$ cat config.mk
export PLATFORM = sky130hd
export DESIGN_NAME = load_align_unit
export DESIGN_NICKNAME = d
export VERILOG_FILES = /design/src/rtl/load_align_unit_pkg.sv /design/src/rtl/load_align_unit_lane_extend.sv /design/src/rtl/load_align_unit.sv
export SDC_FILE = /design/constraint.sdc
export NUM_CORES = 1
export LEC_CHECK = 0
export BUFFER_PORTS_ARGS = -buffer_cell sky130_fd_sc_hd__buf_4
export CAP_MARGIN = 20
export CORE_MARGIN = 4
export CORE_UTILIZATION = 51
export DETAILED_ROUTE_END_ITERATION = 16
export PLACE_DENSITY = 0.8
export SETUP_SLACK_MARGIN = 0.5
export SLEW_MARGIN = 10
export SYNTH_ARGS = -nofsm -noshare
export SYNTH_HDL_FRONTEND = slang
export SYNTH_SLANG_ARGS = --single-unit
$ cat constraint.sdc
create_clock -name clk -period 3.86 [get_ports clk]
set_input_delay 0.772 -clock clk [delete_from_list [all_inputs] [get_ports clk]]
set_output_delay 0.772 -clock clk [all_outputs]
set_load 0.05 [all_outputs]
$ cat src/rtl/load_align_unit_pkg.sv
// Shared types for the load alignment data path: access sizes, FSM states, latched request.
package load_align_unit_pkg;

  typedef enum logic [1:0] {
    LD_B = 2'd0,
    LD_H = 2'd1,
    LD_W = 2'd2,
    LD_D = 2'd3
  } ld_size_e;

  typedef enum logic [2:0] {
    ST_IDLE  = 3'd0,
    ST_REQ0  = 3'd1,
    ST_WAIT0 = 3'd2,
    ST_REQ1  = 3'd3,
    ST_WAIT1 = 3'd4,
    ST_RESP  = 3'd5,
    ST_DRAIN = 3'd6
  } ld_state_t;

  typedef struct packed {
    logic [31:0] addr;
    ld_size_e    size;
    logic        unsign;
  } ld_req_t;

  // Low-address-bit mask that must be zero for a naturally aligned access.
  function automatic logic [2:0] size_mask(input ld_size_e size);
    return 3'((4'd1 << size) - 4'd1);
  endfunction

endpackage

$ cat src/rtl/load_align_unit_lane_extend.sv
// Byte lane extraction and sign/zero extension of a merged two-word read.
// Combinational, no latency; no flow control.
module load_lane_extend
  import load_align_unit_pkg::*;
#(
  parameter int XLEN = 32
) (
  input  logic [2*XLEN-1:0]          merged,
  input  logic [$clog2(XLEN/8)-1:0]  off,
  input  ld_size_e                   size,
  input  logic                       unsign,
  output logic [XLEN-1:0]            result
);

  logic [XLEN-1:0] shifted;
  logic [XLEN-1:0] keep;
  logic            sign_bit;

  always_comb begin
    shifted  = XLEN'(merged >> {off, 3'b000});
    keep     = '1;
    sign_bit = shifted[XLEN-1];
    case (size)
      LD_B: begin
        keep     = XLEN'(8'hFF);
        sign_bit = shifted[7];
      end
      LD_H: begin
        keep     = XLEN'(16'hFFFF);
        sign_bit = shifted[15];
      end
      LD_W: begin
        keep     = XLEN'(32'hFFFF_FFFF);
        sign_bit = shifted[31];
      end
      default: ;
    endcase
    // A full-width access keeps every bit, so the fill term vanishes.
    result = (shifted & keep) | (~keep & {XLEN{sign_bit & ~unsign}});
  end

endmodule

$ cat src/rtl/load_align_unit.sv
// Load request to bus read sequencer: 1-2 aligned reads, merge, extract, extend; ALE on illegal access.
// Aligned zero-wait load responds 3 cycles after accept, error 1 cycle; result held until rsp_ready.
module load_align_unit
  import load_align_unit_pkg::*;
#(
  parameter int XLEN           = 32,
  parameter bit ALLOW_MISALIGN = 1'b1
) (
  input  logic            clk,
  input  logic            reset,
  input  logic            flush,
  input  logic            ld_valid,
  output logic            ld_ready,
  input  logic [31:0]     ld_addr,
  input  logic [1:0]      ld_size,
  input  logic            ld_unsign,
  output logic            data_req,
  output logic [31:0]     data_addr,
  input  logic            data_addr_ok,
  input  logic            data_data_ok,
  input  logic [XLEN-1:0] data_rdata,
  output logic            rsp_valid,
  input  logic            rsp_ready,
  output logic [XLEN-1:0] rsp_data,
  output logic            rsp_ale
);

  localparam int NB   = XLEN / 8;
  localparam int OFFW = $clog2(NB);

  ld_state_t       state_q, state_d;
  ld_req_t         req_q, req_d;
  logic            split_q, split_d;
  logic [XLEN-1:0] buf0_q, buf0_d;
  logic [XLEN-1:0] buf1_q, buf1_d;
  logic            data_req_q, data_req_d;
  logic [31:0]     data_addr_q, data_addr_d;
  logic [XLEN-1:0] rsp_data_q, rsp_data_d;
  logic            rsp_ale_q, rsp_ale_d;

  ld_size_e          in_size;
  logic              accept;
  logic              in_ale;
  logic              in_split;
  logic [4:0]        in_end;
  logic [31:0]       base_addr;
  logic [2*XLEN-1:0] merged;
  logic [XLEN-1:0]   ext_result;
  logic              entering_resp;

  assign in_size = ld_size_e'(ld_size);
  assign accept  = (state_q == ST_IDLE) && ld_valid && !flush;

  always_comb begin
    in_end   = 5'(ld_addr[OFFW-1:0]) + (5'd1 << ld_size);
    in_split = in_end > 5'(NB);
    in_ale   = ((in_size == LD_D) && (XLEN == 32)) ||
               (!ALLOW_MISALIGN && (|(ld_addr[2:0] & size_mask(in_size))));
  end

  always_ff @(posedge clk) begin
    if (reset) begin
      state_q     <= ST_IDLE;
      req_q       <= '0;
      split_q     <= 1'b0;
      buf0_q      <= '0;
      buf1_q      <= '0;
      data_req_q  <= 1'b0;
      data_addr_q <= '0;
      rsp_data_q  <= '0;
      rsp_ale_q   <= 1'b0;
    end else begin
      state_q     <= state_d;
      req_q       <= req_d;
      split_q     <= split_d;
      buf0_q      <= buf0_d;
      buf1_q      <= buf1_d;
      data_req_q  <= data_req_d;
      data_addr_q <= data_addr_d;
      rsp_data_q  <= rsp_data_d;
      rsp_ale_q   <= rsp_ale_d;
    end
  end

  // Next state; flush outranks every other transition.
  always_comb begin
    state_d = state_q;
    case (state_q)
      ST_IDLE:  if (accept) state_d = in_ale ? ST_RESP : ST_REQ0;
      ST_REQ0: begin
        if (flush)             state_d = data_addr_ok ? ST_DRAIN : ST_IDLE;
        else if (data_addr_ok) state_d = ST_WAIT0;
      end
      ST_WAIT0: begin
        if (data_data_ok)      state_d = flush ? ST_IDLE : (split_q ? ST_REQ1 : ST_RESP);
        else if (flush)        state_d = ST_DRAIN;
      end
      ST_REQ1: begin
        if (flush)             state_d = data_addr_ok ? ST_DRAIN : ST_IDLE;
        else if (data_addr_ok) state_d = ST_WAIT1;
      end
      ST_WAIT1: begin
        if (data_data_ok)      state_d = flush ? ST_IDLE : ST_RESP;
        else if (flush)        state_d = ST_DRAIN;
      end
      ST_RESP:  if (flush || rsp_ready) state_d = ST_IDLE;
      ST_DRAIN: if (data_data_ok)       state_d = ST_IDLE;
      default:  state_d = ST_IDLE;
    endcase
  end

  always_comb begin
    req_d   = req_q;
    split_d = split_q;
    buf0_d  = buf0_q;
    buf1_d  = buf1_q;
    if (accept) begin
      req_d   = '{addr: ld_addr, size: in_size, unsign: ld_unsign};
      split_d = in_split;
      buf0_d  = '0;
      buf1_d  = '0;
    end
    if ((state_q == ST_WAIT0) && data_data_ok) buf0_d = data_rdata;
    if ((state_q == ST_WAIT1) && data_data_ok) buf1_d = data_rdata;
    merged    = {(split_d ? buf1_d : {XLEN{1'b0}}), buf0_d};
    base_addr = {req_d.addr[31:OFFW], {OFFW{1'b0}}};
  end

  load_lane_extend #(
    .XLEN(XLEN)
  ) u_extend (
    .merged (merged),
    .off    (req_d.addr[OFFW-1:0]),
    .size   (req_d.size),
    .unsign (req_d.unsign),
    .result (ext_result)
  );

  // Result is captured on the transition into RESP so it stays frozen while stalled.
  always_comb begin
    data_req_d    = (state_d == ST_REQ0) || (state_d == ST_REQ1);
    data_addr_d   = data_addr_q;
    if (state_d == ST_REQ0) data_addr_d = base_addr;
    if (state_d == ST_REQ1) data_addr_d = base_addr + 32'(NB);
    entering_resp = (state_d == ST_RESP) && (state_q != ST_RESP);
    rsp_ale_d     = rsp_ale_q;
    rsp_data_d    = rsp_data_q;
    if (entering_resp) begin
      rsp_ale_d  = (state_q == ST_IDLE);
      rsp_data_d = (state_q == ST_IDLE) ? '0 : ext_result;
    end
  end

  assign ld_ready  = (state_q == ST_IDLE);
  assign data_req  = data_req_q;
  assign data_addr = data_addr_q;
  assign rsp_valid = (state_q == ST_RESP);
  assign rsp_data  = rsp_data_q;
  assign rsp_ale   = rsp_ale_q;

endmodule
==> metrics <==
DP Wirelength=16600 µm; ratio of cells with drive above 1 in the final layout=21.8%; Worst-path clk slew=60 ps; CTS tree=done; Worst Hold Class=reg2reg; ys flop type=dfxtp_1; worst skew pair latency=430 ps; P_leak=4.15 nW; Mapped Cells=931; vias in the first global route=6995; Final setup viols=0; die area=0.0175 mm²; Die Height=132 µm; row count=45; GRT Util Overall=25.7%; total inserted antenna cells=0; skew final=6.47 ps; synth top area cells=dfxtp_1, nor2_1, mux2i_1, nand2_1, a21oi_1; antenna viol nets, final=0; drt drc=0; CP endpoint kind=register; Num CTS Buffers=17; top cell type's share of synthesized area=40.5%; DP Worst Slack=302 ps; Crit Path Max Fanout=14; largest net degree at the start of global routing=54; Final Cycle Share=82.7%; max cap viols=0; initial core utilization=51.9%; DR vias=7590; Max Root-Sink Buffers=2; pins over their slew limit=0; status=finished, final reports clean; clock sink count=159; worst r2r src=state_q[0]; grt ovf=0; Netlist cell types=71; Critical Path RT=4230 ps; crit path launch=state_q[0]; Synth Warn #=0; setup slack after layout=668 ps; chip width=132 µm; drt first pass iters=5; DRT iter0 DRCs=744; most common cell after layout, fill and taps aside=buf_4; Total Wirelength=23300 µm; root buffer cell=clkbuf_16; htree depth=4; Fin Hold WS=460 ps; Peak VDD IR=0.337 mV; placed instance area=0.00913 mm²; hold path startpoint=data_addr[6]; Worst Setup Start Kind=register; first-pass GRT wire length=36900 µm; Seq/Total Area, Yosys=40.5%; power per cell area=434 mW/mm²; Fmax=0.313 GHz; initial antenna violation count=0; Setup TNS=0 ps; commonest non-fill, non-tap cells in the layout=buf_4, dfxtp_1, nor2_1, nand2_1, a21oi_1; # IOs=142; Post-Syn Area=0.00786 mm²; critical path arrival=3560 ps; Slew headroom=33.1%; EDFF count, synth=0; final design utilization=64.8%; nets=1125; fin crit period=3190 ps; asr flop ratio synth=0%; gpl congestion=0.941; Synth Register Bits=159; mean post-synth cell area=8.45 µm²; routed len/inst=18.7 µm; Worst-Margin Slew=1000 ps; cell taking the most area after synthesis=dfxtp_1; post-layout instance area=0.00981 mm²; area grow syn2layout=24.7%; critical path class=reg2reg; core area=0.0151 mm²; via/cell ratio=6.09; PortBufs=139; unrepaired setup endpoints after global routing=false; Fin. Hold Viols=0
## worst max-delay path, stage by stage, from the launching register on
cell and delay [ps]:
dfxtp_1 470, or4_4 670, nor2_4 270, mux2_2 270, ha_4 170, o2111ai_4 160
or3_1 570, or4_1 460, nand3_1 90
## cell usage after synthesis, types with 13 or more instances
cell,count
nor2b_1,34
nor2_1,112
nand3_1,20
o211ai_1,22
a22oi_1,17
dfxtp_1,159
a2bb2oi_1,15
nor3_1,24
buf_2,14
mux2i_1,39
nand4_1,21
or3_1,13
a21oi_1,55
and3_1,18
clkbuf_1,51
a22o_1,25
nand2_1,83
o21ai_0,27
## worst paths after layout
path,endpoint,slack (ps),cells past startpoint
max,data_addr[18],670,8
min,data_addr[6],460,2
max reg2reg,data_addr[18],670,8
min reg2reg,data_addr[6],460,2
## per-stage QoR
step / power, mW / cells
after global routing: 4.40 / 1247
after floorplan: 2.24 / 932
after CTS: 4.25 / 1244
after global placement: 2.46 / 1213
final: 4.26 / 1247
after detailed placement: 2.47 / 1213
## where the power goes
part	internal, mW	switching (mW)
combinational	0.263	0.456
clock	1.12	0.685
sequential	1.70	0.0406
## routing by layer
layer,GRT usage [%],wire length (µm),share of wire (%),up-vias
li1,-,-,-,3626
met1,36.8,10300,44,3506
met2,37.4,10300,44,413
met3,7.33,2270,9.7,45
met4,8.55,487,2.1,0
met5,0,0,0,-
## cells by family after synthesis
group	Yosys count	synth area share, %
simple gates	383	24.6
compound gates	239	21.9
flops	159	40.5
buf+inv	85	4.66
mux	46	5.97
xor+xnor	14	1.56
fa+ha+maj	4	0.732
other cells	1	0.0477
## timing repair
action,CTS,global route
hold buffers,0,0
setup endpoints to repair,0,17
buffers inserted,0,3
resized for setup,0,3
## registers in the layout (all words and copies together) (netlist names), 3 cells and up
register / flops
state_q: 3
rsp_data: 32
data_addr: 30
req_q: 35
buf1_q: 24
buf0_q: 32
## area by class of cell
type	instances	area, µm²
well taps	188	235
flip-flops and latches	159	3180
clock buffers	19	453
inverters	7	26.3
repair buffers	174	1310
clock inverters	12	183
multi-input cells	688	4420
fillers	1244	5340
Power figures use the tool's default switching activity.
